<file path="src/rtl/munoc_axi4l_slave_request_engine.sv">
// Slave-side AXI4-Lite request engine: replays one decoded NoC request at a
// time onto a local AXI4-Lite slave and returns a single tagged response.
// An optional response timeout turns a hung B/R channel into DECERR and
// quietly drains the late response when it eventually shows up.
module munoc_axi4l_slave_request_engine #(
  parameter int BW_PLATFORM_ADDR = 32,
  parameter int BW_NODE_DATA     = 32,
  parameter int BW_TAG           = 4,
  parameter int TIMEOUT_CYCLES   = 0
) (
  input  logic                        clk,
  input  logic                        rstnn,
  input  logic                        comm_disable,
  input  logic                        req_valid,
  output logic                        req_ready,
  input  logic                        req_write,
  input  logic [BW_PLATFORM_ADDR-1:0] req_addr,
  input  logic [BW_NODE_DATA-1:0]     req_wdata,
  input  logic [BW_NODE_DATA/8-1:0]   req_wstrb,
  input  logic [BW_TAG-1:0]           req_tag,
  output logic                        rsp_valid,
  input  logic                        rsp_ready,
  output logic                        rsp_write,
  output logic [BW_NODE_DATA-1:0]     rsp_data,
  output logic [1:0]                  rsp_resp,
  output logic [BW_TAG-1:0]           rsp_tag,
  output logic [BW_PLATFORM_ADDR-1:0] tx4lawaddr,
  output logic                        tx4lawvalid,
  input  logic                        tx4lawready,
  output logic [BW_NODE_DATA-1:0]     tx4lwdata,
  output logic [BW_NODE_DATA/8-1:0]   tx4lwstrb,
  output logic                        tx4lwvalid,
  input  logic                        tx4lwready,
  input  logic [1:0]                  tx4lbresp,
  input  logic                        tx4lbvalid,
  output logic                        tx4lbready,
  output logic [BW_PLATFORM_ADDR-1:0] tx4laraddr,
  output logic                        tx4larvalid,
  input  logic                        tx4larready,
  input  logic [BW_NODE_DATA-1:0]     tx4lrdata,
  input  logic [1:0]                  tx4lrresp,
  input  logic                        tx4lrvalid,
  output logic                        tx4lrready,
  output logic                        busy
);

  localparam int TIMER_W = $clog2(TIMEOUT_CYCLES + 1) + 1;
  // Timer value seen in the last permitted wait cycle.
  localparam logic [TIMER_W-1:0] TIMER_LAST =
    (TIMEOUT_CYCLES > 0) ? TIMER_W'(TIMEOUT_CYCLES - 1) : '0;

  typedef enum logic [2:0] {
    ST_IDLE,
    ST_WR_REQ,
    ST_WR_RESP,
    ST_RD_REQ,
    ST_RD_RESP,
    ST_RESPOND
  } state_t;

  state_t                      state_reg, state_next;
  logic                        req_ready_reg, req_ready_next;
  logic                        awvalid_reg, awvalid_next;
  logic                        wvalid_reg, wvalid_next;
  logic                        bready_reg, bready_next;
  logic                        arvalid_reg, arvalid_next;
  logic                        rready_reg, rready_next;
  logic [BW_PLATFORM_ADDR-1:0] awaddr_reg, awaddr_next;
  logic [BW_PLATFORM_ADDR-1:0] araddr_reg, araddr_next;
  logic [BW_NODE_DATA-1:0]     wdata_reg, wdata_next;
  logic [BW_NODE_DATA/8-1:0]   wstrb_reg, wstrb_next;
  logic                        rsp_valid_reg, rsp_valid_next;
  logic                        rsp_write_reg, rsp_write_next;
  logic [BW_NODE_DATA-1:0]     rsp_data_reg, rsp_data_next;
  logic [1:0]                  rsp_resp_reg, rsp_resp_next;
  logic [BW_TAG-1:0]           rsp_tag_reg, rsp_tag_next;
  logic                        drain_b_reg, drain_b_next;
  logic                        drain_r_reg, drain_r_next;
  logic [TIMER_W-1:0]          timer_reg, timer_next;
  logic                        busy_reg, busy_next;
  logic                        timeout_hit;
  logic                        aw_done;
  logic                        w_done;

  assign timeout_hit = (TIMEOUT_CYCLES > 0) && (timer_reg >= TIMER_LAST);
  // A channel counts as done once its valid is down or is handshaking now.
  assign aw_done     = !awvalid_reg || tx4lawready;
  assign w_done      = !wvalid_reg  || tx4lwready;

  // State and registered-output update; reset aborts any transaction silently.
  always_ff @(posedge clk or negedge rstnn) begin
    if (!rstnn) begin
      state_reg     <= ST_IDLE;
      req_ready_reg <= 1'b0;
      awvalid_reg   <= 1'b0;
      wvalid_reg    <= 1'b0;
      bready_reg    <= 1'b0;
      arvalid_reg   <= 1'b0;
      rready_reg    <= 1'b0;
      awaddr_reg    <= '0;
      araddr_reg    <= '0;
      wdata_reg     <= '0;
      wstrb_reg     <= '0;
      rsp_valid_reg <= 1'b0;
      rsp_write_reg <= 1'b0;
      rsp_data_reg  <= '0;
      rsp_resp_reg  <= '0;
      rsp_tag_reg   <= '0;
      drain_b_reg   <= 1'b0;
      drain_r_reg   <= 1'b0;
      timer_reg     <= '0;
      busy_reg      <= 1'b0;
    end else begin
      state_reg     <= state_next;
      req_ready_reg <= req_ready_next;
      awvalid_reg   <= awvalid_next;
      wvalid_reg    <= wvalid_next;
      bready_reg    <= bready_next;
      arvalid_reg   <= arvalid_next;
      rready_reg    <= rready_next;
      awaddr_reg    <= awaddr_next;
      araddr_reg    <= araddr_next;
      wdata_reg     <= wdata_next;
      wstrb_reg     <= wstrb_next;
      rsp_valid_reg <= rsp_valid_next;
      rsp_write_reg <= rsp_write_next;
      rsp_data_reg  <= rsp_data_next;
      rsp_resp_reg  <= rsp_resp_next;
      rsp_tag_reg   <= rsp_tag_next;
      drain_b_reg   <= drain_b_next;
      drain_r_reg   <= drain_r_next;
      timer_reg     <= timer_next;
      busy_reg      <= busy_next;
    end
  end

  // Next-state and next-output logic for the single-outstanding transaction.
  always_comb begin
    state_next     = state_reg;
    awvalid_next   = awvalid_reg;
    wvalid_next    = wvalid_reg;
    arvalid_next   = arvalid_reg;
    awaddr_next    = awaddr_reg;
    araddr_next    = araddr_reg;
    wdata_next     = wdata_reg;
    wstrb_next     = wstrb_reg;
    rsp_valid_next = rsp_valid_reg;
    rsp_write_next = rsp_write_reg;
    rsp_data_next  = rsp_data_reg;
    rsp_resp_next  = rsp_resp_reg;
    rsp_tag_next   = rsp_tag_reg;
    drain_b_next   = drain_b_reg;
    drain_r_next   = drain_r_reg;
    timer_next     = timer_reg;

    // A late response after a timeout is swallowed here, whatever the state.
    if (drain_b_reg && tx4lbvalid && bready_reg) drain_b_next = 1'b0;
    if (drain_r_reg && tx4lrvalid && rready_reg) drain_r_next = 1'b0;

    case (state_reg)
      ST_IDLE: begin
        if (req_valid && req_ready_reg) begin
          rsp_write_next = req_write;
          rsp_tag_next   = req_tag;
          if (req_write) begin
            awaddr_next  = req_addr;
            wdata_next   = req_wdata;
            wstrb_next   = req_wstrb;
            awvalid_next = 1'b1;
            wvalid_next  = 1'b1;
            state_next   = ST_WR_REQ;
          end else begin
            araddr_next  = req_addr;
            arvalid_next = 1'b1;
            state_next   = ST_RD_REQ;
          end
        end
      end
      ST_WR_REQ: begin
        if (tx4lawready) awvalid_next = 1'b0;
        if (tx4lwready)  wvalid_next  = 1'b0;
        if (aw_done && w_done) begin
          awvalid_next = 1'b0;
          wvalid_next  = 1'b0;
          timer_next   = '0;
          state_next   = ST_WR_RESP;
        end
      end
      ST_WR_RESP: begin
        // A real B in the expiring cycle takes priority over the timeout.
        if (tx4lbvalid && bready_reg) begin
          rsp_data_next  = '0;
          rsp_resp_next  = tx4lbresp;
          rsp_valid_next = 1'b1;
          state_next     = ST_RESPOND;
        end else if (timeout_hit) begin
          rsp_data_next  = '0;
          rsp_resp_next  = 2'b11;
          rsp_valid_next = 1'b1;
          drain_b_next   = 1'b1;
          state_next     = ST_RESPOND;
        end else if (timer_reg != {TIMER_W{1'b1}}) begin
          timer_next = timer_reg + TIMER_W'(1);
        end
      end
      ST_RD_REQ: begin
        if (tx4larready) begin
          arvalid_next = 1'b0;
          timer_next   = '0;
          state_next   = ST_RD_RESP;
        end
      end
      ST_RD_RESP: begin
        if (tx4lrvalid && rready_reg) begin
          rsp_data_next  = tx4lrdata;
          rsp_resp_next  = tx4lrresp;
          rsp_valid_next = 1'b1;
          state_next     = ST_RESPOND;
        end else if (timeout_hit) begin
          rsp_data_next  = '0;
          rsp_resp_next  = 2'b11;
          rsp_valid_next = 1'b1;
          drain_r_next   = 1'b1;
          state_next     = ST_RESPOND;
        end else if (timer_reg != {TIMER_W{1'b1}}) begin
          timer_next = timer_reg + TIMER_W'(1);
        end
      end
      ST_RESPOND: begin
        if (rsp_ready) begin
          rsp_valid_next = 1'b0;
          state_next     = ST_IDLE;
        end
      end
      default: state_next = ST_IDLE;
    endcase

    // Readies and status are all derived from next state so they stay registered.
    bready_next    = (state_next == ST_WR_RESP) || drain_b_next;
    rready_next    = (state_next == ST_RD_RESP) || drain_r_next;
    req_ready_next = (state_next == ST_IDLE) && !comm_disable &&
                     !drain_b_next && !drain_r_next;
    busy_next      = (state_next != ST_IDLE) || drain_b_next || drain_r_next;
  end

  assign req_ready   = req_ready_reg;
  assign tx4lawaddr  = awaddr_reg;
  assign tx4lawvalid = awvalid_reg;
  assign tx4lwdata   = wdata_reg;
  assign tx4lwstrb   = wstrb_reg;
  assign tx4lwvalid  = wvalid_reg;
  assign tx4lbready  = bready_reg;
  assign tx4laraddr  = araddr_reg;
  assign tx4larvalid = arvalid_reg;
  assign tx4lrready  = rready_reg;
  assign rsp_valid   = rsp_valid_reg;
  assign rsp_write   = rsp_write_reg;
  assign rsp_data    = rsp_data_reg;
  assign rsp_resp    = rsp_resp_reg;
  assign rsp_tag     = rsp_tag_reg;
  assign busy        = busy_reg;

endmodule

</file>
<file path="config.mk">
export PLATFORM = sky130hd
export DESIGN_NAME = munoc_axi4l_slave_request_engine
export DESIGN_NICKNAME = d
export VERILOG_FILES = /design/src/rtl/munoc_axi4l_slave_request_engine.sv
export SDC_FILE = /design/constraint.sdc
export NUM_CORES = 1
export LEC_CHECK = 0
export BUFFER_PORTS_ARGS = -buffer_cell sky130_fd_sc_hd__buf_2
export CAP_MARGIN = 0
export CORE_MARGIN = 4
export CORE_UTILIZATION = 24
export CTS_BUF_LIST = sky130_fd_sc_hd__clkbuf_16
export DETAILED_ROUTE_END_ITERATION = 7
export PLACE_DENSITY = 0.45
export SYNTH_ARGS = -nofsm -noshare
export SYNTH_HDL_FRONTEND = slang
export SYNTH_SLANG_ARGS = --single-unit
</file>
<file path="constraint.sdc">
create_clock -name clk -period 4.1 [get_ports clk]
set_clock_uncertainty 0.2 [all_clocks]
set_input_delay 0.82 -clock clk [delete_from_list [all_inputs] [get_ports clk]]
set_output_delay 0.82 -clock clk [all_outputs]
set_load 0.01 [all_outputs]
</file>
After elaboration in Yosys (flattened, before gate mapping)
Cells that the tools add are included.

Register bits after elaboration: 152. Input bits: 119. Output and inout port bits: 147. Word-level logic and storage cells: 105.

Equal/unequal tests: 16. Multiplexer cells: 32. Bitwise gates (word level): 1. Reduce and logical (&&, ||, !) cells: 37.

Operator list (count): two-way mux 32 bit (2); case mux 32 bit (2 select lines) (1); two-way mux 3 bit (6); case mux 3 bit (6 select lines) (1); AND reduction 4 bit (4); two-way mux 1 bit (14); inequality test 2 bit, second input constant (7); logical AND 1 bit (11); equality test 3 x 2 -> 1 bit, second input constant (3); equality test 3 bit, second input constant (3); AND reduction 3 bit (3); logical NOT 3 bit (2); logical OR 1 bit (6); two-way mux 2 bit (3); inequality test 3 bit, second input constant (2); case mux 1 bit (2 select lines) (3); nonzero test 2 bit (3); nonzero test 3 bit (2); logical NOT 1 bit (5); case mux 2 bit (2 select lines) (1); equality test 3 x 1 -> 1 bit, second input constant (1); case mux 1 bit (3 select lines) (1); AND reduction 2 bit (1); inverter 1 bit (1).

Depth between registers and ports, before layout
Depth in word-level cells: 9. Depth in mapped cells: 7. Mapped depth without buffers: 4.

Worst setup path after synthesis
Ideal clock, no wire load.

Kind: input-to-reg. Start: input port tx4lbvalid. End: register busy_reg, in the netlist busy. Library setup time: 0.139 ns. Arrival time: 1.751 ns. Data required time: 3.761 ns. Path slack: 2.011 ns. Stages: 4. Buffers on the path: 0. Path through: nand3b_1 -> o22a_1 -> o2111ai_2 -> or4_1.

Cells in the longest elaborated chain, start to end: 6. Elaborated cells on any way between the ends: 9. Those cells by class: mux: 3; reduce/logical: 6.

RTL lines: start: declaration (RTL line 35) `input logic tx4lbvalid,`; logical AND 1 bit (RTL line 191) `if (tx4lbvalid && bready_reg) begin`; two-way mux 3 bit (RTL line 191); case mux 3 bit (6 select lines) (RTL line 160) `case (state_reg)`; net state_next[0] (RTL line 61) `state_t state_reg, state_next;`; nonzero test 3 bit (RTL line 243) `busy_next = (state_next != ST_IDLE) || drain_b_next || drain_r_next;`; logical OR 1 bit (2 in series) (RTL line 243); net busy_next (RTL line 80) `logic busy_reg, busy_next;`; end signal: assignment (RTL line 133) `busy_reg <= busy_next;`; end: declaration (RTL line 80).

The timed path passes the listed nets, and every way through them passes these cells. A chain may end at the register's enable or synchronous reset.

Final worst setup path
Start: register state_reg[0]. End: register wdata_reg[23], in the netlist tx4lwdata[23].

Cells in the longest elaborated chain, start to end: 2.

RTL lines: start: declaration (RTL line 61); start signal: assignment (RTL line 114) `state_reg <= state_next;`; logical NOT 3 bit (RTL line 160); AND reduction 3 bit (no line); end signal: assignment (RTL line 123) `wdata_reg <= wdata_next;`; end: declaration (RTL line 70) `logic [BW_NODE_DATA-1:0] wdata_reg, wdata_next;`.

No other way between the ends.

==> run summary <==
Post-synth net total -> 556
Worst-path fanout max -> 41
Starting density of the core -> 24.5%
Critical path cell sequence -> nor2b_1, nand4_4, buf_12, mux2_2
Avg Vias per Cell -> 4.17
CP max stage cell -> dfrtp_1
CTS H-Tree Depth -> 4
Root buf cell -> clkbuf_16
WP data arrival -> 2.64 ns
Gr ovfl total -> 0
Initial DRC count -> 206
Vias -> 4339
Post-layout min period -> 2.54 ns
Total track usage -> 11.3%
Clock transition at the registers of the reported paths -> 0.07 ns
R2r setup slk -> 1.56 ns
Synth area leaders -> dfrtp_1 (64%), mux2_2 (20%), nand3_1 (2.8%)
Final Slew Violations -> 0
Share of post-route cells with drive strength above 1 -> 57.5%
Share of the synthesized area in the top cell type -> 63.9%
Final Non-Filler Cells -> 1040
Antenna Nets Post-Route -> 0
Worst EP required -> 4.20 ns
Chip height -> 165 um
Cell Count Post-Placement -> 1008
Critical path's largest stage delay -> 0.54 ns
Post-Syn Area -> 0.00595 mm2
Worst r2r path cells -> 4
R2r startpoint -> state_reg[0]$_DFF_PN0_
Initial antenna violation count -> 0
Synth-to-Final Area Change -> 38.7%
Tightest Hold Check Type -> input pin to async pin
Die area -> 0.0274 mm2
Crit path capture type -> flop
Hpwl dp -> 11500 um
Post-synth EDFFs -> 0
Ys async rst share -> 100%
TritonCTS Sinks -> 152
Leak -> 4.10 nW
Pwr per Cell Area -> 791 mW/mm2
Clock Latency Late Sink -> 0.41 ns
Drt drc -> 0
Rows -> 57
Gate Count Post-Synth -> 437
Reg-to-reg endpoint -> tx4lwdata[23]$_DFFE_PN0P_
# Max-Cap Violations -> 0
Max frequency -> 393 MHz
Worst-Margin Slew -> 0.715 ns
Final worst path period share -> 62.1%
WS Path Type -> flop to flop
Post-synth cell types -> 41
Yosys top cell by area -> dfrtp_1
CTS tree -> done
Core area -> 0.0243 mm2
Fin. Hold Viols -> 0
Post-DR wirelength/cell -> 15.2 um
I/O pin cnt -> 266
CTS Hold Bufs -> 0
Vias in the first global route -> 4603
RSZ-0062 raised after global routing -> no
Ant diodes -> 0
Pin count of the biggest net entering global routing -> 80
Crit path launch type -> flop
VDD IR max -> 0.343 mV
Clk buf depth -> 2
GP Congestion -> 0.778
WL final -> 15800 um
FF+latch count, synth -> 152
Slew HR -> 52.4%
Setup violators final -> 0
Number of buffers created by CTS -> 17
Syn. warnings -> 0
I/O Buffers -> 265
Post-CTS sizing -> 0
Drt pass-1 iters -> 4
Global-route wire length before repair -> 24400 um
Final TNS setup -> 0 ns
Die X -> 165 um
Setup Buffers After CTS -> 0
Avg Cell Area, Syn -> 13.6 um2
Register area share after synthesis -> 63.9%
Status -> completed
Final net count -> 822
Top_reg_cell synth -> dfrtp_1
-- cell type report --
class,count,area (um2)
well taps,324,405
clock inverters,15,176
inverters,36,135
flip-flops and latches,152,3800
repair buffers,270,1400
clock buffers,17,425
fillers,2449,16100
multi-input cells,226,1910
-- critical path: cells and delay by family, from the launching register on --
kind	cells	cell delay [ns]
and+or+nand+nor	2	0.93
muxes	1	0.30
DFF	1	0.54
buffers and inverters	1	0.41
-- placed cells by master (no fill, tap or decap), types with 2 or more instances in the layout --
| master | netlist | final |
|---|---|---|
| a22oi_1 | 2 | 2 |
| a31oi_1 | 4 | 4 |
| and2_1 | 4 | 4 |
| buf_12 | 0 | 2 |
| buf_2 | 13 | 264 |
| buf_4 | 3 | 3 |
| bufinv_16 | 0 | 3 |
| clkbuf_16 | 0 | 17 |
| clkinv_4 | 0 | 2 |
| clkinvlp_4 | 0 | 3 |
| dfrtp_1 | 152 | 152 |
| inv_1 | 36 | 38 |
| inv_6 | 0 | 4 |
| mux2_2 | 104 | 104 |
| nand2_1 | 13 | 13 |
| nand3_1 | 33 | 33 |
| nor2_1 | 3 | 3 |
| nor3b_1 | 3 | 3 |
| o21ai_0 | 32 | 32 |
| o22a_1 | 2 | 2 |
| o22ai_1 | 2 | 2 |
-- per-layer routing --
metal,GRT usage (%),part of all wire [%],vias to the layer above,wire length [um]
li1,-,-,2048,-
met1,14.2,43,2118,6740
met2,17.9,47,163,7390
met3,4.62,9.3,10,1470
met4,3.79,1.1,0,181
met5,0,0,-,0
-- worst max path at each step --
stage | from | endpoint | cells after the start
6_report | state_reg[0]$_DFF_PN0_ | tx4lwdata[23]$_DFFE_PN0P_ | 4
5_1_grt | state_reg[0]$_DFF_PN0_ | tx4lwdata[30]$_DFFE_PN0P_ | 4
4_1_cts | state_reg[0]$_DFF_PN0_ | tx4lwdata[23]$_DFFE_PN0P_ | 4
3_3_place_gp | req_write | busy$_DFF_PN0_ | 5
2_1_floorplan | tx4lbvalid | busy$_DFF_PN0_ | 4
3_5_place_dp | req_write | busy$_DFF_PN0_ | 5
-- kinds of logic after synthesis --
kind of cell           share of synthesized area [%]
DFF                                             63.9
muxes                                           19.7
AOI/OAI and AO/OA                               5.47
and+or+nand+nor                                 6.60
buffers and inverters                           4.31
-- cells in the mapped netlist (2+ instances only) --
master	number
clkbuf_1	6
buf_2	13
nand3_1	33
inv_1	36
nor2_1	3
o22a_1	2
mux2_2	104
and2_1	4
buf_4	3
a22oi_1	2
nand2_1	13
o21ai_0	32
o22ai_1	2
a31oi_1	4
nor3b_1	3
dfrtp_1	152
-- where the power goes --
part / switching (W) / leakage, nW / internal (W) / total [W]
Clock: 0.000651 / 0.291 / 0.000961 / 0.00161
Combinational: 0.00116 / 1.94 / 0.00112 / 0.00228
Sequential: 0.000404 / 1.87 / 0.00223 / 0.00263
Total: 0.00222 / 4.10 / 0.00431 / 0.00653
-- stage by stage --
stage               hold slack [ns]  util (%)  setup slack [ns]  total power, W  cell area [um2]
floorplan                     0.271         -              2.01         0.00387             5950
global placement              0.261      31.5              1.55         0.00493             7650
detailed placement            0.264      31.5              1.49         0.00498             7650
CTS                           0.226      33.9              1.51         0.00665             8250
global route                  0.257      33.9              1.37         0.00699             8250
finish                        0.195      33.9              1.56         0.00653             8250
Power figures use the tool's default switching activity.
